`src/rtl/ctrl_pkg.sv`:
```
// Shared constants for the bus-computer control sequencer: opcodes,
// control-word bit positions, step limits and per-opcode instruction lengths.
package ctrl_pkg;

    // Opcodes as seen on IR[7:4]
    localparam logic [3:0] OP_NOP = 4'd0;
    localparam logic [3:0] OP_LDA = 4'd1;
    localparam logic [3:0] OP_ADD = 4'd2;
    localparam logic [3:0] OP_SUB = 4'd3;
    localparam logic [3:0] OP_STA = 4'd4;
    localparam logic [3:0] OP_LDI = 4'd5;
    localparam logic [3:0] OP_JMP = 4'd6;
    localparam logic [3:0] OP_JC  = 4'd7;
    localparam logic [3:0] OP_JZ  = 4'd8;
    localparam logic [3:0] OP_OUT = 4'd14;
    localparam logic [3:0] OP_HLT = 4'd15;

    // Control-word bit indices
    localparam int unsigned CB_HLT = 15;
    localparam int unsigned CB_MI  = 14;
    localparam int unsigned CB_RI  = 13;
    localparam int unsigned CB_RO  = 12;
    localparam int unsigned CB_IO  = 11;
    localparam int unsigned CB_II  = 10;
    localparam int unsigned CB_AI  = 9;
    localparam int unsigned CB_AO  = 8;
    localparam int unsigned CB_EO  = 7;
    localparam int unsigned CB_SU  = 6;
    localparam int unsigned CB_BI  = 5;
    localparam int unsigned CB_OI  = 4;
    localparam int unsigned CB_CE  = 3;
    localparam int unsigned CB_CO  = 2;
    localparam int unsigned CB_J   = 1;
    localparam int unsigned CB_FI  = 0;

    localparam logic [2:0] MAX_STEP = 3'd4;
    localparam logic [2:0] HLT_STEP = 3'd2;

    // Instruction lengths in clocks when trailing empty steps are skipped
    localparam logic [2:0] LEN_NOP      = 3'd2;
    localparam logic [2:0] LEN_LDA      = 3'd4;
    localparam logic [2:0] LEN_ADD      = 3'd5;
    localparam logic [2:0] LEN_SUB      = 3'd5;
    localparam logic [2:0] LEN_STA      = 3'd4;
    localparam logic [2:0] LEN_LDI      = 3'd3;
    localparam logic [2:0] LEN_JMP      = 3'd3;
    localparam logic [2:0] LEN_JX_TAKEN = 3'd3;
    localparam logic [2:0] LEN_JX_NOT   = 3'd2;
    localparam logic [2:0] LEN_OUT      = 3'd3;
    localparam logic [2:0] LEN_HLT      = 3'd3;

    // One-hot mask for a single control bit
    function automatic logic [15:0] cbit(input int unsigned idx);
        return 16'd1 << idx;
    endfunction

endpackage

```
`src/rtl/ctrl_microcode.sv`:
```
// Combinational microcode ROM: (opcode, step, flags) -> control word and
// a flag marking the final non-empty step of the current instruction.
module ctrl_microcode
    import ctrl_pkg::*;
(
    input  logic [3:0]  opcode,
    input  logic [2:0]  step,
    input  logic        flag_c,
    input  logic        flag_z,
    output logic [15:0] ctrl,
    output logic        last
);

    logic [15:0] t2;
    logic [15:0] t3;
    logic [15:0] t4;
    logic [2:0]  len;

    // Execute-phase words and instruction length for the current opcode
    always_comb begin
        t2  = 16'h0000;
        t3  = 16'h0000;
        t4  = 16'h0000;
        len = LEN_NOP;
        case (opcode)
            OP_LDA: begin
                t2  = cbit(CB_IO) | cbit(CB_MI);
                t3  = cbit(CB_RO) | cbit(CB_AI);
                len = LEN_LDA;
            end
            OP_ADD: begin
                t2  = cbit(CB_IO) | cbit(CB_MI);
                t3  = cbit(CB_RO) | cbit(CB_BI);
                t4  = cbit(CB_EO) | cbit(CB_AI) | cbit(CB_FI);
                len = LEN_ADD;
            end
            OP_SUB: begin
                t2  = cbit(CB_IO) | cbit(CB_MI);
                t3  = cbit(CB_RO) | cbit(CB_BI);
                t4  = cbit(CB_EO) | cbit(CB_SU) | cbit(CB_AI) | cbit(CB_FI);
                len = LEN_SUB;
            end
            OP_STA: begin
                t2  = cbit(CB_IO) | cbit(CB_MI);
                t3  = cbit(CB_AO) | cbit(CB_RI);
                len = LEN_STA;
            end
            OP_LDI: begin
                t2  = cbit(CB_IO) | cbit(CB_AI);
                len = LEN_LDI;
            end
            OP_JMP: begin
                t2  = cbit(CB_IO) | cbit(CB_J);
                len = LEN_JMP;
            end
            OP_JC: begin
                t2  = flag_c ? (cbit(CB_IO) | cbit(CB_J)) : 16'h0000;
                len = flag_c ? LEN_JX_TAKEN : LEN_JX_NOT;
            end
            OP_JZ: begin
                t2  = flag_z ? (cbit(CB_IO) | cbit(CB_J)) : 16'h0000;
                len = flag_z ? LEN_JX_TAKEN : LEN_JX_NOT;
            end
            OP_OUT: begin
                t2  = cbit(CB_AO) | cbit(CB_OI);
                len = LEN_OUT;
            end
            OP_HLT: begin
                t2  = cbit(CB_HLT);
                len = LEN_HLT;
            end
            default: ;  // NOP and undefined opcodes: no execute strobes
        endcase
    end

    // Select the word for the current step; fetch is common to all opcodes
    always_comb begin
        ctrl = 16'h0000;
        case (step)
            3'd0:    ctrl = cbit(CB_CO) | cbit(CB_MI);
            3'd1:    ctrl = cbit(CB_RO) | cbit(CB_II) | cbit(CB_CE);
            3'd2:    ctrl = t2;
            3'd3:    ctrl = t3;
            3'd4:    ctrl = t4;
            default: ctrl = 16'h0000;
        endcase
        last = (step == (len - 3'd1));
    end

endmodule

```
`src/rtl/eater_ctrl.sv`:
```
// Control sequencer top: step counter, HLT freeze and instruction wrap.
// Build option: define CTRL_EARLY_END_EN to wrap each instruction after its
// last non-empty step instead of always running steps 0..4.
module eater_ctrl
    import ctrl_pkg::*;
(
    input  logic        clk,
    input  logic        clr,
    input  logic [3:0]  opcode,
    input  logic        flag_c,
    input  logic        flag_z,
    output logic [15:0] ctrl,
    output logic [2:0]  step,
    output logic        halted
);

    logic [2:0] step_q;
    logic [2:0] step_d;
    logic       last;
    logic       wrap;

    ctrl_microcode u_microcode (
        .opcode (opcode),
        .step   (step_q),
        .flag_c (flag_c),
        .flag_z (flag_z),
        .ctrl   (ctrl),
        .last   (last)
    );

    // IR is not reloaded while halted, so the opcode stays HLT until clr
    assign halted = (step_q == HLT_STEP) && (opcode == OP_HLT);
    assign step   = step_q;

`ifdef CTRL_EARLY_END_EN
    assign wrap = last;
`else
    logic unused_last;
    assign unused_last = last;
    assign wrap        = (step_q == MAX_STEP);
`endif

    // Next step: hold on HLT, wrap at instruction end, else advance
    always_comb begin
        step_d = step_q + 3'd1;
        if (halted) begin
            step_d = step_q;
        end else if (wrap) begin
            step_d = 3'd0;
        end
    end

    // Step counter with asynchronous clear
    always_ff @(posedge clk or posedge clr) begin
        if (clr) begin
            step_q <= 3'd0;
        end else begin
            step_q <= step_d;
        end
    end

endmodule
```
`config.mk`:
```
export PLATFORM = sky130hd
export DESIGN_NAME = eater_ctrl
export DESIGN_NICKNAME = d
export VERILOG_FILES = /design/src/rtl/ctrl_pkg.sv /design/src/rtl/ctrl_microcode.sv /design/src/rtl/eater_ctrl.sv
export SDC_FILE = /design/constraint.sdc
export NUM_CORES = 1
export LEC_CHECK = 0
export CAP_MARGIN = 20
export CORE_UTILIZATION = 37
export CTS_CLUSTER_DIAMETER = 100
export DETAILED_ROUTE_END_ITERATION = 16
export PLACE_DENSITY = 0.83
export SLEW_MARGIN = 20
export SYNTH_ARGS = -nofsm -noshare
export SYNTH_HDL_FRONTEND = slang
export SYNTH_SLANG_ARGS = --single-unit
```
`constraint.sdc`:
```
create_clock -name clk -period 2.21 [get_ports clk]
set_input_delay 0.442 -clock clk [delete_from_list [all_inputs] [get_ports clk]]
set_output_delay 0.442 -clock clk [all_outputs]
set_load 0.1 [all_outputs]
```
==> results of run 1 <==
[stage by stage]
| step | instance area [sq um] | setup WS [ps] |
|---|---|---|
| detailed placement | 1200 | -310 |
| floorplan | 664 | -368 |
| global placement | 1200 | -216 |
[kinds of logic after synthesis]
group                      Yosys count  share of synthesized area, %
DFF                                  3                          14.6
AOI/OAI and AO/OA                   14                          20.9
buffers and inverters               12                          11.4
muxes                                1                          2.18
adders and majority gates            5                          12.1
and+or+nand+nor                     31                          37.1
xor gates and xnor gates             1                          1.70
==> impl_metrics.tcl, run 1 <==
set metrics [dict create \
    synth.area.top_cells "dfrtp_1 (15%), ha_1 (12%), inv_1 (5.1%)" \
    synth_most_common_cell "inv_1" \
    error "[ERROR DPL-0033] detailed placement checks failed during check placement." \
    port_buffers 27 \
    yosysTopAreaCell "dfrtp_1" \
    synthDistinctLibCells 34 \
    yosys-top-cells-count "inv_1 (7), nand2_1 (6), ha_1 (5), nor2_1 (4)" \
    synth-seq-area-share_pct 14.6 \
    synth-seq-cells 3 \
    htree_levels 1 \
    cts_sinks 3 \
    synthArstFlopShare_pct 100 \
    numCtsBuffers 3 \
    postCtsResizedCells 18 \
    synth_nets 80 \
    syn_area_sq_um 515 \
    ys_warn_count 0 \
    synth.avg_cell_area_sq_um 7.69 \
    rows 13 \
    synthCells 67 \
    yosysTopAreaCellShare_pct 14.6 \
    synth_ff_type "dfrtp_1" \
    start_util_pct 39.6 \
    dp_hpwl_um 1770 \
    gp_congestion 0.818 \
    outcome "stopped before the end" \
    post_cts_buffers 0 \
    die_w_um 39.3 \
    io_pins 28 \
    clk_path_buf_depth 2 \
    die_h_um 39.3 \
    haltStage "4_1_cts" \
    dp_cells 119 \
    hold_buffers 0 \
    synth-edff-count 0 \
    cts_root_buffer "clkbuf_4" \
]
==> inputs of run 2 (changes only) <==
--- a/config.mk
+++ b/config.mk
@@ -6,10 +6,10 @@
 export NUM_CORES = 1
 export LEC_CHECK = 0
 export CAP_MARGIN = 20
-export CORE_UTILIZATION = 37
-export CTS_CLUSTER_DIAMETER = 100
+export CORE_AREA = 2 2 63 65
 export DETAILED_ROUTE_END_ITERATION = 16
-export PLACE_DENSITY = 0.83
+export DIE_AREA = 0 0 65 67
+export PLACE_DENSITY_LB_ADDON = 0.15
 export SLEW_MARGIN = 20
 export SYNTH_ARGS = -nofsm -noshare
 export SYNTH_HDL_FRONTEND = slang
==> impl_metrics.tcl, run 2 <==
set metrics [dict create \
    yosysTopAreaCell "dfrtp_1" \
    synth_most_common_cell "inv_1" \
    grt_pass1_vias 670 \
    p_int_uw 879 \
    yosys-top-cells-count "inv_1 (7), nand2_1 (6), ha_1 (5), nor2_1 (4)" \
    syn_area_sq_um 515 \
    use_met3_pct 1.69 \
    crit_path_top_delay_cell "dfrtp_4" \
    synthCells 67 \
    crit_path_end_kind "output port" \
    die_w_um 65 \
    grt_usage_pct 9.23 \
    cts_root_buffer "clkbuf_8" \
    path_clk_slew_ps 30 \
    drive_gt1_share_pct 66.7 \
    cp_max_fo 4 \
    period_needed_ps 2420 \
    ant_nets 0 \
    synth-edff-count 0 \
    final_cell_mix "buf_4 (19), buf_12 (17), nand2_1 (6)" \
    maxCapViolations 0 \
    swShare_pct 55.3 \
    switching_power_mw 1.09 \
    rsz0062_at_grt "yes" \
    overflow 0 \
    cpPeakStageDelay_ps 510 \
    hold_viol 0 \
    gp_congestion 0.770 \
    drc_errors 0 \
    path_cells "ha_4, or3_4, a211o_1, a31o_4, buf_12" \
    clkPwrFrac_pct 8.2 \
    worstPathRequired_ps 1770 \
    final_util_pct 38.8 \
    hold_path.class "primary input to asynchronous set/reset pin" \
    rows 22 \
    synth.avg_cell_area_sq_um 7.69 \
    antenna_found_initial 0 \
    design.core.area_sq_mm 0.00361 \
    htree_levels 1 \
    start_kind "flip-flop" \
    slew_headroom_pct 77.4 \
    synth_nets 80 \
    port_buffers 27 \
    fin_crit_sh_pct 109 \
    die_h_um 67 \
    cellLeakagePower_nw 0.585 \
    grtUsageMet1_pct 10.8 \
    layout.cells.non_filler 162 \
    vias 653 \
    synth-seq-area-share_pct 14.6 \
    fmax_ghz 0.414 \
    routed_via_density 4.03 \
    finalClockSkew_ps 1.16 \
    die-area_sq_mm 0.00436 \
    violations "negative setup slack" \
    dp_hpwl_um 1470 \
    dp_cells 156 \
    dr.pass1.iters 3 \
    cts_tree "yes" \
    grt.busiest_layer "met2" \
    synthArstFlopShare_pct 100 \
    synth.area.top_cells "dfrtp_1 (15%), ha_1 (12%), inv_1 (5.1%)" \
    syn2layout_area_growth_pct 171 \
    numCtsBuffers 3 \
    hold_buffers 0 \
    cts_sinks 3 \
    cp_data_arrival_time_ps 1970 \
    synthDistinctLibCells 34 \
    wl_um 1770 \
    ys_warn_count 0 \
    clk_path_buf_depth 2 \
    final_nets 128 \
    p_per_area_mw_per_mm2 1410 \
    grt_pass1_wl_um 3100 \
    criticalPathCategory "flip-flop to output port" \
    grt_max_degree 12 \
    ir_drop_v 0.000813 \
    met2_usage_pct 16.0 \
    drt_iter0_drc 10 \
    synth_ff_type "dfrtp_1" \
    largest_reg_flops 3 \
    wl_per_cell_um 10.9 \
    insertion_delay_ps 220 \
    n_antenna_cell 0 \
    outcome "finished, violations left" \
    yosysTopAreaCellShare_pct 14.6 \
    combPwrFrac_pct 83.5 \
    finalSetupViolCount 6 \
    finalMaxSlewViolations 0 \
    io_pins 28 \
    layout.cells.most_common "buf_4" \
    start_util_pct 14.3 \
    synth-seq-cells 3 \
    tightest_slew_ps 335 \
    layout_setup_ws_ps -207 \
    pwr-share-seq_pct 8.4 \
]
==> run 2: cell counts after synthesis <==
Identical to the previous run, type by type.
==> run 2: final cells by class <==
type	instances	area, sq um
inverter	7	32.5
timing repair buffer	48	604
clock buffer	4	45.0
tap	48	60.1
sequential	3	86.3
fill	370	2210
multi-input combinational	52	569
==> run 2: kinds of logic (layout without fill, tap and decap cells) <==
group	Yosys count	in the layout	share of synthesized area, %
xor+xnor	1	1	1.70
compound gates	14	14	20.9
fa+ha+maj	5	5	12.1
simple gates	31	31	37.1
buf+inv	12	59	11.4
flops	3	3	14.6
mux	1	1	2.18
==> run 2: worst paths after layout <==
check / startpoint / endpoint / slack, ps / cells after the start
setup reg to reg: step[0] / step[1] / 300 / 9
hold reg to reg: step[0] / step[0] / 710 / 2
hold / removal: clr / step[2] / 390 / 2
min in group clk: step[0] / step[0] / 710 / 2
setup / recovery: step[0] / ctrl[9] / -210 / 5
max in group asynchronous: clr / step[0] / 1680 / 2
==> run 2: worst max-delay path, delay by kind of cell (launching register included) <==
| family | cells | cell delay, ps |
|---|---|---|
| AO/OA/AOI/OAI | 2 | 520 |
| buffers and inverters | 1 | 160 |
| flip-flops | 1 | 510 |
| adder cells (fa/ha/maj) | 1 | 180 |
| AND/OR/NAND/NOR | 1 | 400 |
==> run 2: power by group through the flow <==
| stage | clock [mW] | combinational, mW | sequential (mW) |
|---|---|---|---|
| 2_1_floorplan | 0 | 0.816 | 0.369 |
| 3_3_place_gp | 0 | 1.52 | 0.155 |
| 3_5_place_dp | 0 | 1.52 | 0.156 |
| 4_1_cts | 0.166 | 1.62 | 0.165 |
| 5_1_grt | 0.179 | 1.72 | 0.172 |
| 6_report | 0.160 | 1.64 | 0.164 |
==> run 2: routing by layer <==
layer  share of wire (%)  up-vias
met5                   0        -
met4                 1.6        0
met3                 5.4        3
met2                  49       23
met1                  44      299
li1                    -      328
==> run 2: through the flow <==
stage	TNS (ps)	instance area, sq um	setup slack, ps	power (mW)	hold slack, ps
3_5_place_dp	-1840	1260	-249	1.67	615
3_3_place_gp	-1820	1260	-271	1.68	612
6_report	-744	1400	-207	1.97	386
4_1_cts	-627	1380	-210	1.95	385
2_1_floorplan	-2120	664	-368	1.18	196
5_1_grt	-1280	1400	-256	2.08	396
==> run 2: repair_timing <==
| action | CTS | global route |
|---|---|---|
| pin swaps | 9 | 4 |
| endpoints found under the setup margin | 13 | 10 |
| buffers inserted | 2 | 0 |
| endpoints found under the hold margin | 0 | 0 |
| gates resized for setup | 20 | 4 |
(Power assumes the default switching activity.)
